### config.mk
export PLATFORM = sky130hd
export DESIGN_NAME = tube_event_reader_flat
export DESIGN_NICKNAME = d
export VERILOG_FILES = /design/src/rtl/tube_event_reader_if.sv /design/src/rtl/tube_event_reader.sv /design/src/flat_wrapper.sv
export SDC_FILE = /design/constraint.sdc
export NUM_CORES = 1
export LEC_CHECK = 0
export ABC_AREA = 1
export BUFFER_PORTS_ARGS = -buffer_cell sky130_fd_sc_hd__buf_2
export CELL_PAD_IN_SITES_DETAIL_PLACEMENT = 1
export CELL_PAD_IN_SITES_GLOBAL_PLACEMENT = 1
export CORE_ASPECT_RATIO = 0.7
export CORE_MARGIN = 1.5
export CORE_UTILIZATION = 36
export CTS_CLUSTER_DIAMETER = 80
export CTS_CLUSTER_SIZE = 16
export DETAILED_ROUTE_END_ITERATION = 6
export GPL_ROUTABILITY_DRIVEN = 1
export PLACE_DENSITY = 0.95
export SLEW_MARGIN = 25
export SYNTH_ARGS = -nofsm -noshare
export SYNTH_HDL_FRONTEND = slang
export SYNTH_SLANG_ARGS = --single-unit
### constraint.sdc
create_clock -name clk -period 3.94 [get_ports clk]
set_input_delay 0.394 -clock clk [delete_from_list [all_inputs] [get_ports clk]]
set_output_delay 0.394 -clock clk [all_outputs]
set_load 0.05 [all_outputs]
### src/rtl/tube_event_reader_if.sv
// ============================================================================
// Module      : tube_event_reader_if
// Description : Byte-wide write port from the event reader into the event FIFO.
// Revision    : 1.0
// ============================================================================
`default_nettype none

interface tube_event_reader_if;
    logic [7:0] fifo_din;
    logic       fifo_wr_en;
    logic       fifo_full;

    modport master (output fifo_din, output fifo_wr_en, input fifo_full);
    modport slave  (input fifo_din, input fifo_wr_en, output fifo_full);
endinterface

`default_nettype wire

### src/rtl/tube_event_reader.sv
// ============================================================================
// Module      : tube_event_reader
// Description : Gates the tube counters on a trigger, then frames all counts
//               into one FIFO record and clears the counters.
// Revision    : 1.0
// ============================================================================
`default_nettype none

module tube_event_reader #(
    parameter int         NUM_TUBES     = 16,
    parameter int         GATE_CYCLES   = 255,
    parameter int         SETTLE_CYCLES = 2,
    parameter logic [7:0] HEADER_BYTE   = 8'hA5
) (
    input  wire logic                   clk,
    input  wire logic                   clr,
    input  wire logic                   trigger,
    input  wire logic [NUM_TUBES*8-1:0] tube_data,
    output logic                        gate_enable,
    output logic                        tube_clr,
    output logic                        busy,
    output logic [15:0]                 event_seq,
    output logic [7:0]                  dropped,
    tube_event_reader_if.master         fifo
);

    localparam int          IW            = (NUM_TUBES > 1) ? $clog2(NUM_TUBES) : 1;
    localparam logic [15:0] C_GATE_LAST   = 16'(GATE_CYCLES - 1);
    localparam logic [15:0] C_SETTLE_LAST = 16'(SETTLE_CYCLES - 1);
    localparam logic [IW-1:0] C_LAST_TUBE = IW'(NUM_TUBES - 1);

    typedef enum logic [2:0] {
        S_IDLE   = 3'd0,
        S_GATE   = 3'd1,
        S_SETTLE = 3'd2,
        S_HDR    = 3'd3,
        S_SEQ_HI = 3'd4,
        S_SEQ_LO = 3'd5,
        S_DATA   = 3'd6,
        S_CLEAR  = 3'd7
    } state_t;

    state_t          r_state;
    state_t          w_next;
    logic            r_trig_d;
    logic [15:0]     r_cnt;
    logic [IW-1:0]   r_idx;
    logic [15:0]     r_event_seq;
    logic [7:0]      r_dropped;
    logic            w_rise;
    logic [7:0]      w_tube_byte;

    assign w_rise      = trigger & ~r_trig_d;
    assign gate_enable = (r_state == S_GATE);
    assign busy        = (r_state != S_IDLE);
    assign tube_clr    = clr | (r_state == S_CLEAR);
    assign event_seq   = r_event_seq;
    assign dropped     = r_dropped;

    always_comb begin
        w_tube_byte = 8'h00;
        for (int i = 0; i < NUM_TUBES; i++) begin
            if (r_idx == IW'(i)) w_tube_byte = tube_data[i*8 +: 8];
        end
    end

    always_ff @(posedge clk or posedge clr) begin
        if (clr) r_state <= S_IDLE;
        else     r_state <= w_next;
    end

    // Write states hold (no byte consumed) whenever the FIFO reports full.
    always_comb begin
        w_next          = r_state;
        fifo.fifo_wr_en = 1'b0;
        fifo.fifo_din   = 8'h00;
        case (r_state)
            S_IDLE:   if (w_rise) w_next = S_GATE;
            S_GATE:   if (r_cnt == C_GATE_LAST) w_next = S_SETTLE;
            S_SETTLE: if (r_cnt == C_SETTLE_LAST) w_next = S_HDR;
            S_HDR: begin
                fifo.fifo_din = HEADER_BYTE;
                if (!fifo.fifo_full) begin
                    fifo.fifo_wr_en = 1'b1;
                    w_next          = S_SEQ_HI;
                end
            end
            S_SEQ_HI: begin
                fifo.fifo_din = r_event_seq[15:8];
                if (!fifo.fifo_full) begin
                    fifo.fifo_wr_en = 1'b1;
                    w_next          = S_SEQ_LO;
                end
            end
            S_SEQ_LO: begin
                fifo.fifo_din = r_event_seq[7:0];
                if (!fifo.fifo_full) begin
                    fifo.fifo_wr_en = 1'b1;
                    w_next          = S_DATA;
                end
            end
            S_DATA: begin
                fifo.fifo_din = w_tube_byte;
                if (!fifo.fifo_full) begin
                    fifo.fifo_wr_en = 1'b1;
                    if (r_idx == C_LAST_TUBE) w_next = S_CLEAR;
                end
            end
            S_CLEAR:  w_next = S_IDLE;
            default:  w_next = S_IDLE;
        endcase
    end

    always_ff @(posedge clk or posedge clr) begin
        if (clr) begin
            r_trig_d    <= 1'b0;
            r_cnt       <= 16'h0000;
            r_idx       <= '0;
            r_event_seq <= 16'h0000;
            r_dropped   <= 8'h00;
        end else begin
            r_trig_d <= trigger;

            if (r_state == S_IDLE || (r_state == S_GATE && w_next == S_SETTLE))
                r_cnt <= 16'h0000;
            else if (r_state == S_GATE || r_state == S_SETTLE)
                r_cnt <= r_cnt + 16'h0001;

            if (r_state != S_DATA)
                r_idx <= '0;
            else if (fifo.fifo_wr_en)
                r_idx <= r_idx + 1'b1;

            if (r_state == S_CLEAR)
                r_event_seq <= r_event_seq + 16'h0001;

            // Any edge outside IDLE, including the CLEAR cycle, is a lost event.
            if (w_rise && r_state != S_IDLE && r_dropped != 8'hFF)
                r_dropped <= r_dropped + 8'h01;
        end
    end

endmodule

`default_nettype wire
### src/flat_wrapper.sv
// flat-port wrapper written by rule: the top's interface ports become plain ports
module tube_event_reader_flat 
#(
    parameter int         NUM_TUBES     = 16,
    parameter int         GATE_CYCLES   = 255,
    parameter int         SETTLE_CYCLES = 2,
    parameter logic [7:0] HEADER_BYTE   = 8'hA5
)
  (clk, clr, trigger, tube_data, gate_enable, tube_clr, busy, event_seq, dropped, fifo_fifo_din, fifo_fifo_wr_en, fifo_fifo_full);
  tube_event_reader_if fifo_i ();
  input  wire logic clk;
  input  wire logic clr;
  input  wire logic trigger;
  input  wire logic [NUM_TUBES*8-1:0] tube_data;
  output logic gate_enable;
  output logic tube_clr;
  output logic busy;
  output logic [15:0] event_seq;
  output logic [7:0] dropped;
  output wire logic [$bits(fifo_i.fifo_din)-1:0] fifo_fifo_din;
  output wire logic [$bits(fifo_i.fifo_wr_en)-1:0] fifo_fifo_wr_en;
  input wire logic [$bits(fifo_i.fifo_full)-1:0] fifo_fifo_full;
  assign fifo_fifo_din = fifo_i.fifo_din;
  assign fifo_fifo_wr_en = fifo_i.fifo_wr_en;
  assign fifo_i.fifo_full = fifo_fifo_full;
  tube_event_reader #(.NUM_TUBES(NUM_TUBES), .GATE_CYCLES(GATE_CYCLES), .SETTLE_CYCLES(SETTLE_CYCLES), .HEADER_BYTE(HEADER_BYTE)) u_core (.clk(clk), .clr(clr), .trigger(trigger), .tube_data(tube_data), .gate_enable(gate_enable), .tube_clr(tube_clr), .busy(busy), .event_seq(event_seq), .dropped(dropped), .fifo(fifo_i));
endmodule
---- After elaboration in Yosys (flattened, before gate mapping) ----
Cells that the tools add are included.
storage, ports and cells
  register bits ........................... 48
  latch bits .............................. 0
  RAM bits ................................ 0
  bits in read-only memories .............. 0
  input port bits ......................... 132
  output and inout port bits .............. 36
  logic and storage cells ................. 83
  memories ................................ 0
cells by class
  add/subtract/negate cells ............... 4
  $mul .................................... 0
  div/mod/pow operators ................... 0
  order comparisons ....................... 0
  eq/ne operators ......................... 27
  shift operators ......................... 0
  multiplexer cells ....................... 32
  bitwise operators ....................... 3
  reduce and logical (&&, ||, !) cells .... 11
operators by type and width
  operator                 number
  $mux W8                  16
  $add A16 B1 Y16 const B  2
  $eq A4 B4 Y1 const B     8
  $mux W16                 2
  $pmux W8 S4              1
  $mux W3                  8
  $pmux W3 S8              1
  $eq A16 B1 Y1 const B    1
  $eq A16 B8 Y1 const B    1
  $eq A4 B3 Y1 const B     4
  $eq A3 B3 Y1 const B     4
  $eq A3 B2 Y1 const B     3
  $add A8 B1 Y8 const B    1
  $eq A4 B2 Y1 const B     2
  $mux W4                  2
  $ne A8 B8 Y1 const B     1
  $add A4 B1 Y4 const B    1
  $eq A4 B1 Y1 const B     1
  $logic_not A4 Y1         1
  $reduce_bool A2 Y1       2
  $reduce_or A4 Y1         1
  $eq A3 B1 Y1 const B     1
  $logic_and A1 B1 Y1      3
  $logic_not A3 Y1         1
  7 further kinds          9

---- Longest topological paths before layout ----
Gate-level depths: netlist of the first run.
  word-level depth ........................ 18
  mapped depth ............................ 21

---- Worst setup path before layout of the first run ----
No wires, ideal clock.
  path type ............................... register to output
  start point ............................. register u_core.r_idx[1]
  end point ............................... output port fifo_fifo_din[7]
  data arrival time ....................... 2192 ps
  data required time ...................... 3546 ps
  path slack .............................. 1354 ps
  stages on the path, launching flop included .. 21
  buffers on the path ..................... 0
  cell sequence ........................... dfrtp_1 > inv_1 > ha_1 > inv_2 > nor2_1 > nand2_1 > nand3_1 > nand3_1 > nand3_1 > nand2_1 > nand2_1 > nand2_1 > nand3_1 > nand2_1 > nand2_1 > nand2_1 > nand3_1 > nand2_1 > nand2_1 > nand2_1 > nand2_1
between the ends
  cells in the longest elaborated chain, start to end .. 18
  elaborated cells between the ends (all ways) .. 33
RTL lines
  element                   RTL line                  text
  start: declaration        tube_event_reader.sv:47   logic [IW-1:0] r_idx;
  start signal: assignment  tube_event_reader.sv:132  r_idx <= r_idx + 1'b1;
  $logic_not A4 Y1          tube_event_reader.sv:63   if (r_idx == IW'(i)) w_tube_byte = tube_data[i*8 +: 8];
  $mux W8 (15 in series)    tube_event_reader.sv:63
  $mux W8 *                 tube_event_reader.sv:63
  $pmux W8 S4 *             tube_event_reader.sv:77   case (r_state)
  end: declaration          flat_wrapper.sv:20        output wire logic [$bits(fifo_i.fifo_din)-1:0] fifo_fifo_din;
Mark *: on every way between the ends. The rest lies on a longest branch, timed or not.

---- Worst setup path in the final report of the first run ----
  start point ............................. register u_core.r_idx[1]
  end point ............................... output port fifo_fifo_din[0]
The elaborated chain is that of the path after synthesis.

==> impl_metrics.py, run 1 <==
metrics = {
    "run_status": {
        "status": "completed",
    },
    "critical_path": {
        "crit_path_cell_trace": "inv_1, ha_1, inv_2, nor2_1, nand2_1, nand3_1, nand2_1, nand2_1, nand2_1, nand2_1, nand2_1, nand3_1, nand2_1, nand3_1, nand3_1, nand3_1, nand2_1, nand2_1, nand2_1, nand2_1, buf_2",
        "worst_setup_sp_type": "flop",
        "setup.worst_path.end_class": "output pin",
        "setup.worst_path.class": "flop to output pin",
        "max_stage_delay_ps": 400,
        "worstPathBufferInverterCount": 3,
        "worst_path_most_repeated_cell": "sky130_fd_sc_hd__nand2_1",
        "worst_path_dominant_cell_family": "simple AND/OR/NAND/NOR gates",
        "critPathRequiredTime_ps": 3550,
        "cp_max_fo": 9,
        "data_arrival_at_the_endpoint_of_the_critical_path_ps": 3090,
        "cpMaxStageDelayCell": "sky130_fd_sc_hd__dfrtp_1",
    },
    "sta": {
        "tightestPinTransition_ps": 927,
        "grt_setup_unrepaired": "no",
        "report.final.slew_viol_count": 0,
        "timing.final.crit_share": 0.884,
        "report.final.setup_viol": 0,
        "timing.final.hold_violations": 0,
        "period_minus_ws_final_ps": 3480,
        "fin_worst_skew_ps": 9.54,
        "totalNegativeSetupSlack_ps": 0,
        "maxSlewHeadroom": 0.377,
        "timing.fmax_mhz": 287,
    },
    "clocking": {
        "cts_inserted_buffers": 5,
        "cts.repair.resized": 0,
        "cts_tree": "yes",
        "clk_pin_slew_worst_paths_ps": 70,
        "postCtsHoldBufs": 0,
        "clock_insertion_delay_worst_skew_ps": 300,
        "post-cts-setup-buffer-count": 0,
        "cell_chosen_for_the_clock_root": "sky130_fd_sc_hd__clkbuf_16",
        "cts_max_path_buffers": 2,
        "cts_max_level": 2,
        "numClockSinks": 48,
    },
    "finish": {
        "most_frequent_cells_in_the_layout": "184 x sky130_fd_sc_hd__nand2_1, 167 x sky130_fd_sc_hd__buf_2, 96 x sky130_fd_sc_hd__nor2_1",
        "finalNetCount": 946,
        "layout_commonest_cell": "sky130_fd_sc_hd__nand2_1",
        "growth_of_design_area_from_synthesis_to_finish_pct": 27.9,
        "fill_cell_count": 1567,
        "layout-drive-gt1-share": 0.262,
    },
    "synthesis": {
        "post_synthesis_cell_count": 638,
        "ys_types": 46,
        "synth-warning-count": 0,
        "syn_area_per_cell_um2": 6.42,
        "synth_edf_count": 0,
        "share_of_flip_flops_with_an_asynchronous_set_or_reset_after_synthesis": 1.00,
        "most_common_flop_cell_mapped_by_yosys": "sky130_fd_sc_hd__dfrtp_1",
        "synth_nets": 779,
        "synth_seq_cells": 48,
        "seq_area_frac_synth": 0.293,
        "netlist_area_um2": 4090,
    },
    "min_path": {
        "hold_class": "input port to flop",
    },
    "drt": {
        "routedWlPerCell_um": 15.7,
        "postRouteWirelength_um": 15000,
        "num_vias": 4842,
        "remaining_routing_drc_violations": 0,
        "first_pass_iters": 5,
        "viasPerCell": 5.04,
        "antenna_left": 0,
        "drt-initial-drc-count": 256,
    },
    "floorplan": {
        "die_w_um": 130,
        "initial_util": 0.370,
        "fp.coreArea_um2": 11100,
        "site_rows": 32,
        "ioPinCount": 168,
        "fp.dieArea_um2": 12000,
        "dieHeight_um": 92.2,
    },
    "global_routing": {
        "first_global_vias": 4801,
        "groute.usage.overall": 0.253,
        "overflow": 0,
        "first_pass_grt_wire_length_um": 23900,
        "pin_count_of_the_biggest_net_entering_global_routing": 50,
        "initial_antenna_violation_count": 2,
    },
    "power_and_ir_drop": {
        "power_density_nw_per_um2": 418,
        "maximum_resistive_drop_on_vdd_uv": 328,
        "power_mw": 2.19,
        "power.static_leakage_nw": 2.84,
    },
    "flow_run": {
        "max_cap_viol_count": 0,
    },
    "place": {
        "portBuffers": 167,
        "place.gp.congestion": 0.885,
        "dp.final_hpwl_um": 12200,
    },
}
sequential cells by signal (all words and copies together) (netlist names):
signal,count
u_core.dropped,8
u_core.r_idx,4
u_core.r_state,3
u_core.r_cnt,16
u_core.event_seq,16
u_core.r_trig_d,1
cell usage after synthesis (4+ instances only):
master,number,area share
sky130_fd_sc_hd__nor2_4,4,0.011
sky130_fd_sc_hd__inv_1,74,0.068
sky130_fd_sc_hd__a21oi_1,25,0.031
sky130_fd_sc_hd__nand2_2,4,0.0061
sky130_fd_sc_hd__inv_2,4,0.0037
sky130_fd_sc_hd__nand3_1,66,0.081
sky130_fd_sc_hd__a221oi_1,4,0.0086
sky130_fd_sc_hd__nand2_1,184,0.17
sky130_fd_sc_hd__xor2_1,22,0.047
sky130_fd_sc_hd__dfrtp_1,48,0.29
sky130_fd_sc_hd__nor4_1,5,0.0076
sky130_fd_sc_hd__nand4_1,5,0.0076
sky130_fd_sc_hd__nor2_1,97,0.089
sky130_fd_sc_hd__nor3_1,19,0.023
sky130_fd_sc_hd__or2_2,8,0.012
sky130_fd_sc_hd__xnor2_1,5,0.011
sky130_fd_sc_hd__ha_1,9,0.028
sky130_fd_sc_hd__o21ai_0,9,0.011
worst paths after layout:
path | start | to | slack [ps] | cells past startpoint
worst max-delay path | u_core.r_idx[1]$_DFFE_PP0P_ | fifo_fifo_din[0] | 460 | 21
worst min-delay path | trigger | u_core.r_trig_d$_DFF_PP0_ | 220 | 1
worst max register to register | u_core.r_state[1]$_DFF_PP0_ | u_core.r_cnt[14]$_DFFE_PP0P_ | 1750 | 8
worst min register to register | u_core.dropped[6]$_DFFE_PP0P_ | u_core.dropped[6]$_DFFE_PP0P_ | 510 | 1
max in group asynchronous | clr | u_core.r_cnt[1]$_DFFE_PP0P_ | 3240 | 3
min in group asynchronous | clr | u_core.dropped[1]$_DFFE_PP0P_ | 260 | 3
final cells by class:
cell class	count	area, µm²	share of cell area
inverter	81	304	0.0581
clock buffer	6	139	0.0265
clock inverter	1	8.76	0.00167
antenna	2	5.00	0.000956
sequential	48	1200	0.229
tap	153	191	0.0366
timing repair buffer	170	858	0.164
multi-input combinational	499	2530	0.483
metrics by stage:
| step | worst slack [ps] | util | instance area, µm² | hold slack [ps] | instances |
|---|---|---|---|---|---|
| after floorplan | 1350 | - | 4090 | 425 | 638 |
| after global placement | 894 | 0.460 | 5080 | 483 | 951 |
| after detailed placement | 784 | 0.460 | 5080 | 501 | 951 |
| after CTS | 474 | 0.473 | 5230 | 215 | 958 |
| after global routing | 217 | 0.474 | 5240 | 209 | 960 |
| final | 455 | 0.474 | 5240 | 217 | 960 |
logic make-up (layout without fill, tap and decap cells):
family,after synthesis,count (layout),synth area share
and+or+nand+nor,408,408,0.448
muxes,1,1,0.00275
buffers and inverters,91,258,0.0899
AOI/OAI and AO/OA,54,54,0.0807
adders and majority gates,9,9,0.0275
other,0,2,0
xor gates and xnor gates,27,27,0.0578
DFF,48,48,0.293
metal layers:
layer,vias to the layer above,share of wire,GRT usage
met2,134,0.47,0.414
li1,2373,-,-
met3,17,0.062,0.0403
met5,-,0,0
met4,0,0.012,0.0531
met1,2318,0.46,0.351
power breakdown:
part           total [mW]  switching [mW]  internal (mW)
Sequential          0.696           0.121          0.574
Combinational        1.05           0.760          0.289
Clock               0.441           0.191          0.251
Total                2.19            1.07           1.11
Note: power is estimated with default switching activity, not from simulation.
==> run 2: changes to the inputs <==
--- a/config.mk
+++ b/config.mk
@@ -7,11 +7,9 @@
 export LEC_CHECK = 0
 export ABC_AREA = 1
 export BUFFER_PORTS_ARGS = -buffer_cell sky130_fd_sc_hd__buf_2
-export CELL_PAD_IN_SITES_DETAIL_PLACEMENT = 1
-export CELL_PAD_IN_SITES_GLOBAL_PLACEMENT = 1
 export CORE_ASPECT_RATIO = 0.7
 export CORE_MARGIN = 1.5
-export CORE_UTILIZATION = 36
+export CORE_UTILIZATION = 52
 export CTS_CLUSTER_DIAMETER = 80
 export CTS_CLUSTER_SIZE = 16
 export DETAILED_ROUTE_END_ITERATION = 6
==> run 2 against run 1 <==
Against the previous run:
- final cell count fell by 5.7%
- combinational power barely moved
- first-iteration DRC count rose by 93%
- flip-flop and latch count did not move
- design area fell by 1.7%
- sequential power fell by 0.6%
- global-route usage rose by 6.5 points
- highest routed layer unchanged
==> impl_metrics.py, run 2 (synthesis gave the netlist of run 1 again) <==
metrics = {
    "run_status": {
        "status": "completed",
    },
    "sta": {
        "report.final.slew_viol_count": 0,
        "timing.final.ws_setup_ps": 479,
        "hold_ws_ps": 215,
        "period_minus_ws_final_ps": 3460,
        "totalNegativeSetupSlack_ps": 0,
        "tightestPinTransition_ps": 925,
        "grt_setup_unrepaired": "no",
        "timing.final.hold_violations": 0,
        "maxSlewHeadroom": 0.381,
        "report.final.setup_viol": 0,
        "timing.fmax_mhz": 289,
        "timing.final.crit_share": 0.878,
        "fin_worst_skew_ps": 12.7,
    },
    "critical_path": {
        "worst_setup_sp_type": "flop",
        "max_stage_delay_ps": 410,
        "crit_path_cell_trace": "inv_1, ha_1, inv_2, nor2_1, nand2_1, nand3_1, nand2_1, nand2_1, nand2_1, nand2_1, nand2_1, nand3_1, nand2_1, nand3_1, nand3_1, nand3_1, nand2_1, nand2_1, nand2_1, nand2_1, buf_2",
        "reg2reg_to": "u_core.r_cnt[15]$_DFFE_PP0P_",
        "worst_path_dominant_cell_family": "simple AND/OR/NAND/NOR gates",
        "crit_end": "fifo_fifo_din[0]",
        "setup.reg_to_reg.worst_slack_ps": 1780,
        "rr_worst_depth": 10,
        "cp_max_fo": 9,
        "worst_path_most_repeated_cell": "sky130_fd_sc_hd__nand2_1",
        "cpMaxStageDelayCell": "sky130_fd_sc_hd__dfrtp_1",
        "data_arrival_at_the_endpoint_of_the_critical_path_ps": 3070,
        "critPathRequiredTime_ps": 3550,
        "timing.critical_path.depth": 21,
        "setup.worst_path.class": "flop to output pin",
        "setup.worst_path.end_class": "output pin",
        "cp-startpoint": "u_core.r_idx[1]$_DFFE_PP0P_",
        "crit-reg2reg-launch": "u_core.r_state[1]$_DFF_PP0_",
        "worstPathBufferInverterCount": 3,
    },
    "clocking": {
        "cts.repair.resized": 0,
        "cts_max_path_buffers": 2,
        "cts_max_level": 2,
        "clock_insertion_delay_worst_skew_ps": 310,
        "numClockSinks": 48,
        "cell_chosen_for_the_clock_root": "sky130_fd_sc_hd__clkbuf_8",
        "cts_tree": "yes",
        "post-cts-setup-buffer-count": 0,
        "cts_inserted_buffers": 5,
        "clk_pin_slew_worst_paths_ps": 90,
        "postCtsHoldBufs": 0,
    },
    "drt": {
        "remaining_routing_drc_violations": 0,
        "num_vias": 4853,
        "drt-initial-drc-count": 495,
        "first_pass_iters": 7,
        "viasPerCell": 5.36,
        "antenna_left": 0,
        "postRouteWirelength_um": 13200,
        "routedWlPerCell_um": 14.5,
    },
    "finish": {
        "stdcell_area_um2": 5150,
        "final-instance-count-excl-fill": 905,
        "finalNetCount": 945,
        "multi_input_area_um2": 2520,
        "layout_commonest_cell": "sky130_fd_sc_hd__nand2_1",
        "layout-drive-gt1-share": 0.261,
        "growth_of_design_area_from_synthesis_to_finish_pct": 25.7,
        "layout.core_utilization": 0.691,
        "area.sequential_um2": 1200,
        "fill_cell_count": 645,
        "most_frequent_cells_in_the_layout": "184 x sky130_fd_sc_hd__nand2_1, 167 x sky130_fd_sc_hd__buf_2, 97 x sky130_fd_sc_hd__nor2_1",
    },
    "place": {
        "place.gp.congestion": 1.07,
        "placed_cells": 895,
        "portBuffers": 167,
        "dp.final_hpwl_um": 10500,
        "placement_cell_area_um2": 5000,
        "place_worst_setup_slack_ps": 885,
    },
    "power_and_ir_drop": {
        "maximum_resistive_drop_on_vdd_uv": 490,
        "power.static_leakage_nw": 2.83,
        "power_mw": 2.16,
        "power_density_nw_per_um2": 419,
    },
    "floorplan": {
        "initial_util": 0.550,
        "dieHeight_um": 77.2,
        "site_rows": 26,
        "die_w_um": 109,
        "fp.dieArea_um2": 8420,
        "fp.coreArea_um2": 7450,
        "ioPinCount": 168,
    },
    "global_routing": {
        "first_global_vias": 4632,
        "initial_antenna_violation_count": 2,
        "first_pass_grt_wire_length_um": 21300,
        "overflow": 0,
        "groute.usage.overall": 0.318,
        "pin_count_of_the_biggest_net_entering_global_routing": 49,
    },
    "flow_run": {
        "max_cap_viol_count": 0,
    },
    "min_path": {
        "hold_class": "input port to flop",
    },
}
==> run 2: layout make-up <==
class	instances	area share
clock inverters	3	0.0134
diodes	2	0.000973
flip-flops and latches	48	0.233
clock buffers	5	0.0134
repair buffers	169	0.165
well taps	98	0.0238
multi-input cells	499	0.491
inverters	81	0.0591
==> run 2: routing by layer <==
| metal | share of wire | track usage |
|---|---|---|
| met1 | 0.43 | 0.436 |
| met2 | 0.45 | 0.506 |
| met3 | 0.096 | 0.0493 |
| met4 | 0.028 | 0.111 |
| met5 | 0 | 0 |
==> run 2: report_power, final <==
part | internal (mW) | switching, mW
combinational | 0.291 | 0.741
sequential | 0.574 | 0.118
clock | 0.255 | 0.176
==> run 2: worst min path at each step <==
stage,slack [ps],depth (start not counted),endpoint,start
final,210,1,u_core.r_trig_d$_DFF_PP0_,trigger
after global routing,220,1,u_core.r_trig_d$_DFF_PP0_,trigger
after detailed placement,490,1,u_core.dropped[7]$_DFFE_PP0P_,u_core.dropped[7]$_DFFE_PP0P_
after CTS,210,1,u_core.r_trig_d$_DFF_PP0_,trigger
after floorplan,430,0,u_core.r_trig_d$_DFF_PP0_,trigger
after global placement,480,1,u_core.dropped[6]$_DFFE_PP0P_,u_core.dropped[6]$_DFFE_PP0P_
==> run 3: changes to the inputs <==
==> constraint.sdc (replaced) <==
create_clock -name clk -period 3.94 [get_ports clk]
set_input_delay 0.197 -clock clk [delete_from_list [all_inputs] [get_ports clk]]
set_output_delay 0.197 -clock clk [all_outputs]
set_load 0.05 [all_outputs]
==> run 3 against run 2 <==
Against the previous run:
- sequential power decreased by 0.6%
- largest power group unchanged
- hold slack worse by 180 ps
- design area about the same
- combinational power barely moved
- largest cell class unchanged
- first-iteration DRC count grew 8.5%
- register-to-register slack got worse by 20 ps
- maximum frequency rose by 4.9%
- sequential share of layout area is essentially flat
- highest routed layer unchanged
- critical path depth fell by 5
- wire length grew 0.55%
==> impl_metrics.py, run 3 (synthesis gave the netlist of run 1 again) <==
metrics = {
    "drt": {
        "remaining_routing_drc_violations": 0,
        "first_pass_iters": 5,
        "routedWlPerCell_um": 14.7,
        "antenna_left": 0,
        "num_vias": 4902,
        "viasPerCell": 5.43,
        "postRouteWirelength_um": 13200,
        "drt-initial-drc-count": 537,
    },
    "critical_path": {
        "data_arrival_at_the_endpoint_of_the_critical_path_ps": 3100,
        "max_stage_delay_ps": 680,
        "crit-reg2reg-launch": "u_core.r_state[1]$_DFF_PP0_",
        "cpMaxStageDelayCell": "sky130_fd_sc_hd__nor2_1",
        "cp_max_fo": 14,
        "crit_path_cell_trace": "ha_1, inv_1, nor2_1, inv_1, or2_1, nand2_1, nand3_1, nand3_1, nand3_1, nand2_1, nand3_1, nand2_1, nand2_1, nand2_1, nand2_1, buf_2",
        "setup.reg_to_reg.worst_slack_ps": 1760,
        "worst_path_most_repeated_cell": "sky130_fd_sc_hd__nand2_1",
        "setup.worst_path.end_class": "output pin",
        "rr_worst_depth": 10,
        "setup.worst_path.class": "flop to output pin",
        "worst_setup_sp_type": "flop",
        "critPathRequiredTime_ps": 3740,
        "reg2reg_to": "u_core.r_cnt[15]$_DFFE_PP0P_",
    },
    "place": {
        "place.gp.congestion": 1.07,
        "portBuffers": 167,
        "placed_cells": 894,
        "dp.final_hpwl_um": 10600,
        "place_worst_setup_slack_ps": 1030,
        "placement_cell_area_um2": 5000,
    },
    "clocking": {
        "cts_inserted_buffers": 5,
        "cts.repair.resized": 0,
        "clock_insertion_delay_worst_skew_ps": 310,
        "cts_max_level": 2,
        "cts_tree": "yes",
        "cell_chosen_for_the_clock_root": "sky130_fd_sc_hd__clkbuf_8",
        "clk_pin_slew_worst_paths_ps": 90,
        "numClockSinks": 48,
        "cts_max_path_buffers": 2,
    },
    "floorplan": {
        "initial_util": 0.550,
        "site_rows": 26,
        "fp.coreArea_um2": 7450,
        "die_w_um": 109,
        "dieHeight_um": 77.2,
        "fp.dieArea_um2": 8420,
        "ioPinCount": 168,
    },
    "finish": {
        "multi_input_area_um2": 2520,
        "finalNetCount": 945,
        "layout-drive-gt1-share": 0.260,
        "area.sequential_um2": 1200,
        "most_frequent_cells_in_the_layout": "184 x sky130_fd_sc_hd__nand2_1, 167 x sky130_fd_sc_hd__buf_2, 97 x sky130_fd_sc_hd__nor2_1",
        "layout_commonest_cell": "sky130_fd_sc_hd__nand2_1",
        "final-instance-count-excl-fill": 903,
        "fill_cell_count": 664,
        "growth_of_design_area_from_synthesis_to_finish_pct": 25.6,
        "layout.core_utilization": 0.690,
        "antenna_cells_inserted": 0,
        "stdcell_area_um2": 5140,
    },
    "sta": {
        "report.final.setup_viol": 0,
        "report.final.slew_viol_count": 0,
        "timing.final.crit_share": 0.837,
        "totalNegativeSetupSlack_ps": 0,
        "grt_setup_unrepaired": "no",
        "period_minus_ws_final_ps": 3300,
        "timing.final.hold_violations": 0,
        "timing.fmax_mhz": 303,
        "timing.final.ws_setup_ps": 641,
        "tightestPinTransition_ps": 1010,
        "fin_worst_skew_ps": 13.5,
        "maxSlewHeadroom": 0.322,
        "hold_ws_ps": 37.6,
    },
    "global_routing": {
        "overflow": 0,
        "initial_antenna_violation_count": 0,
        "groute.usage.overall": 0.318,
        "first_global_vias": 4583,
        "pin_count_of_the_biggest_net_entering_global_routing": 50,
        "first_pass_grt_wire_length_um": 21300,
    },
    "min_path": {
        "hold_class": "input port to async pin",
    },
    "power_and_ir_drop": {
        "power_mw": 2.15,
        "power_density_nw_per_um2": 418,
        "maximum_resistive_drop_on_vdd_uv": 475,
        "power.static_leakage_nw": 2.83,
    },
    "flow_run": {
        "max_cap_viol_count": 0,
    },
    "run_status": {
        "status": "completed",
    },
}
==> run 3: changes by cell type in the layout (fill, tap and decap cells not counted) <==
cell	previous run	this run
sky130_fd_sc_hd__diode_2	2	0
sky130_fd_sc_hd__buf_4	2	1
sky130_fd_sc_hd__dlygate4sd3_1	0	1
==> run 3: layout make-up <==
cell class / count / share of cell area
Inverter: 81 / 0.0591
Sequential cell: 48 / 0.234
Clock inverter: 3 / 0.0134
Timing Repair Buffer: 169 / 0.166
Clock buffer: 5 / 0.0134
Multi-Input combinational cell: 499 / 0.491
Tap cell: 98 / 0.0238
==> run 3: layer usage <==
layer | wire length, µm | GRT usage
met3 | 1160 | 0.0417
met1 | 5810 | 0.443
met5 | 0 | 0
met4 | 412 | 0.0882
met2 | 5850 | 0.516
==> run 3: what timing repair did <==
item                                   4_1_cts  5_1_grt
hold buffers                                 0        1
buffers inserted                             0        0
endpoints found under the hold margin        0        1
==> run 3: how the worst max path moves through the flow <==
stage                                              end                   startpoint  slack, ps  depth (start not counted)
after CTS                             fifo_fifo_din[2]  u_core.r_idx[0]$_DFFE_PP0P_        690                         16
after detailed placement              fifo_fifo_din[2]  u_core.r_idx[1]$_DFFE_PP0P_       1030                         16
final                                 fifo_fifo_din[2]  u_core.r_idx[0]$_DFFE_PP0P_        640                         16
after global placement                fifo_fifo_din[0]  u_core.r_idx[1]$_DFFE_PP0P_       1130                         21
after floorplan           u_core.r_cnt[12]$_DFFE_PP0P_  u_core.r_state[2]$_DFF_PP0_       1400                          5
after global routing                  fifo_fifo_din[2]  u_core.r_idx[1]$_DFFE_PP0P_        350                         16
==> run 3: power breakdown <==
| group | internal [mW] | switching (mW) | leakage [nW] |
|---|---|---|---|
| sequential | 0.574 | 0.115 | 0.643 |
| combinational | 0.291 | 0.743 | 2.12 |
| clock | 0.255 | 0.173 | 0.0687 |
==> run 3: critical path: cells and delay by family, from the launching register on <==
| kind | cells | cell delay (ps) |
|---|---|---|
| AND/OR/NAND/NOR | 12 | 1590 |
| flip-flops | 1 | 380 |
| buffers and inverters | 3 | 610 |
| adder cells (fa/ha/maj) | 1 | 230 |
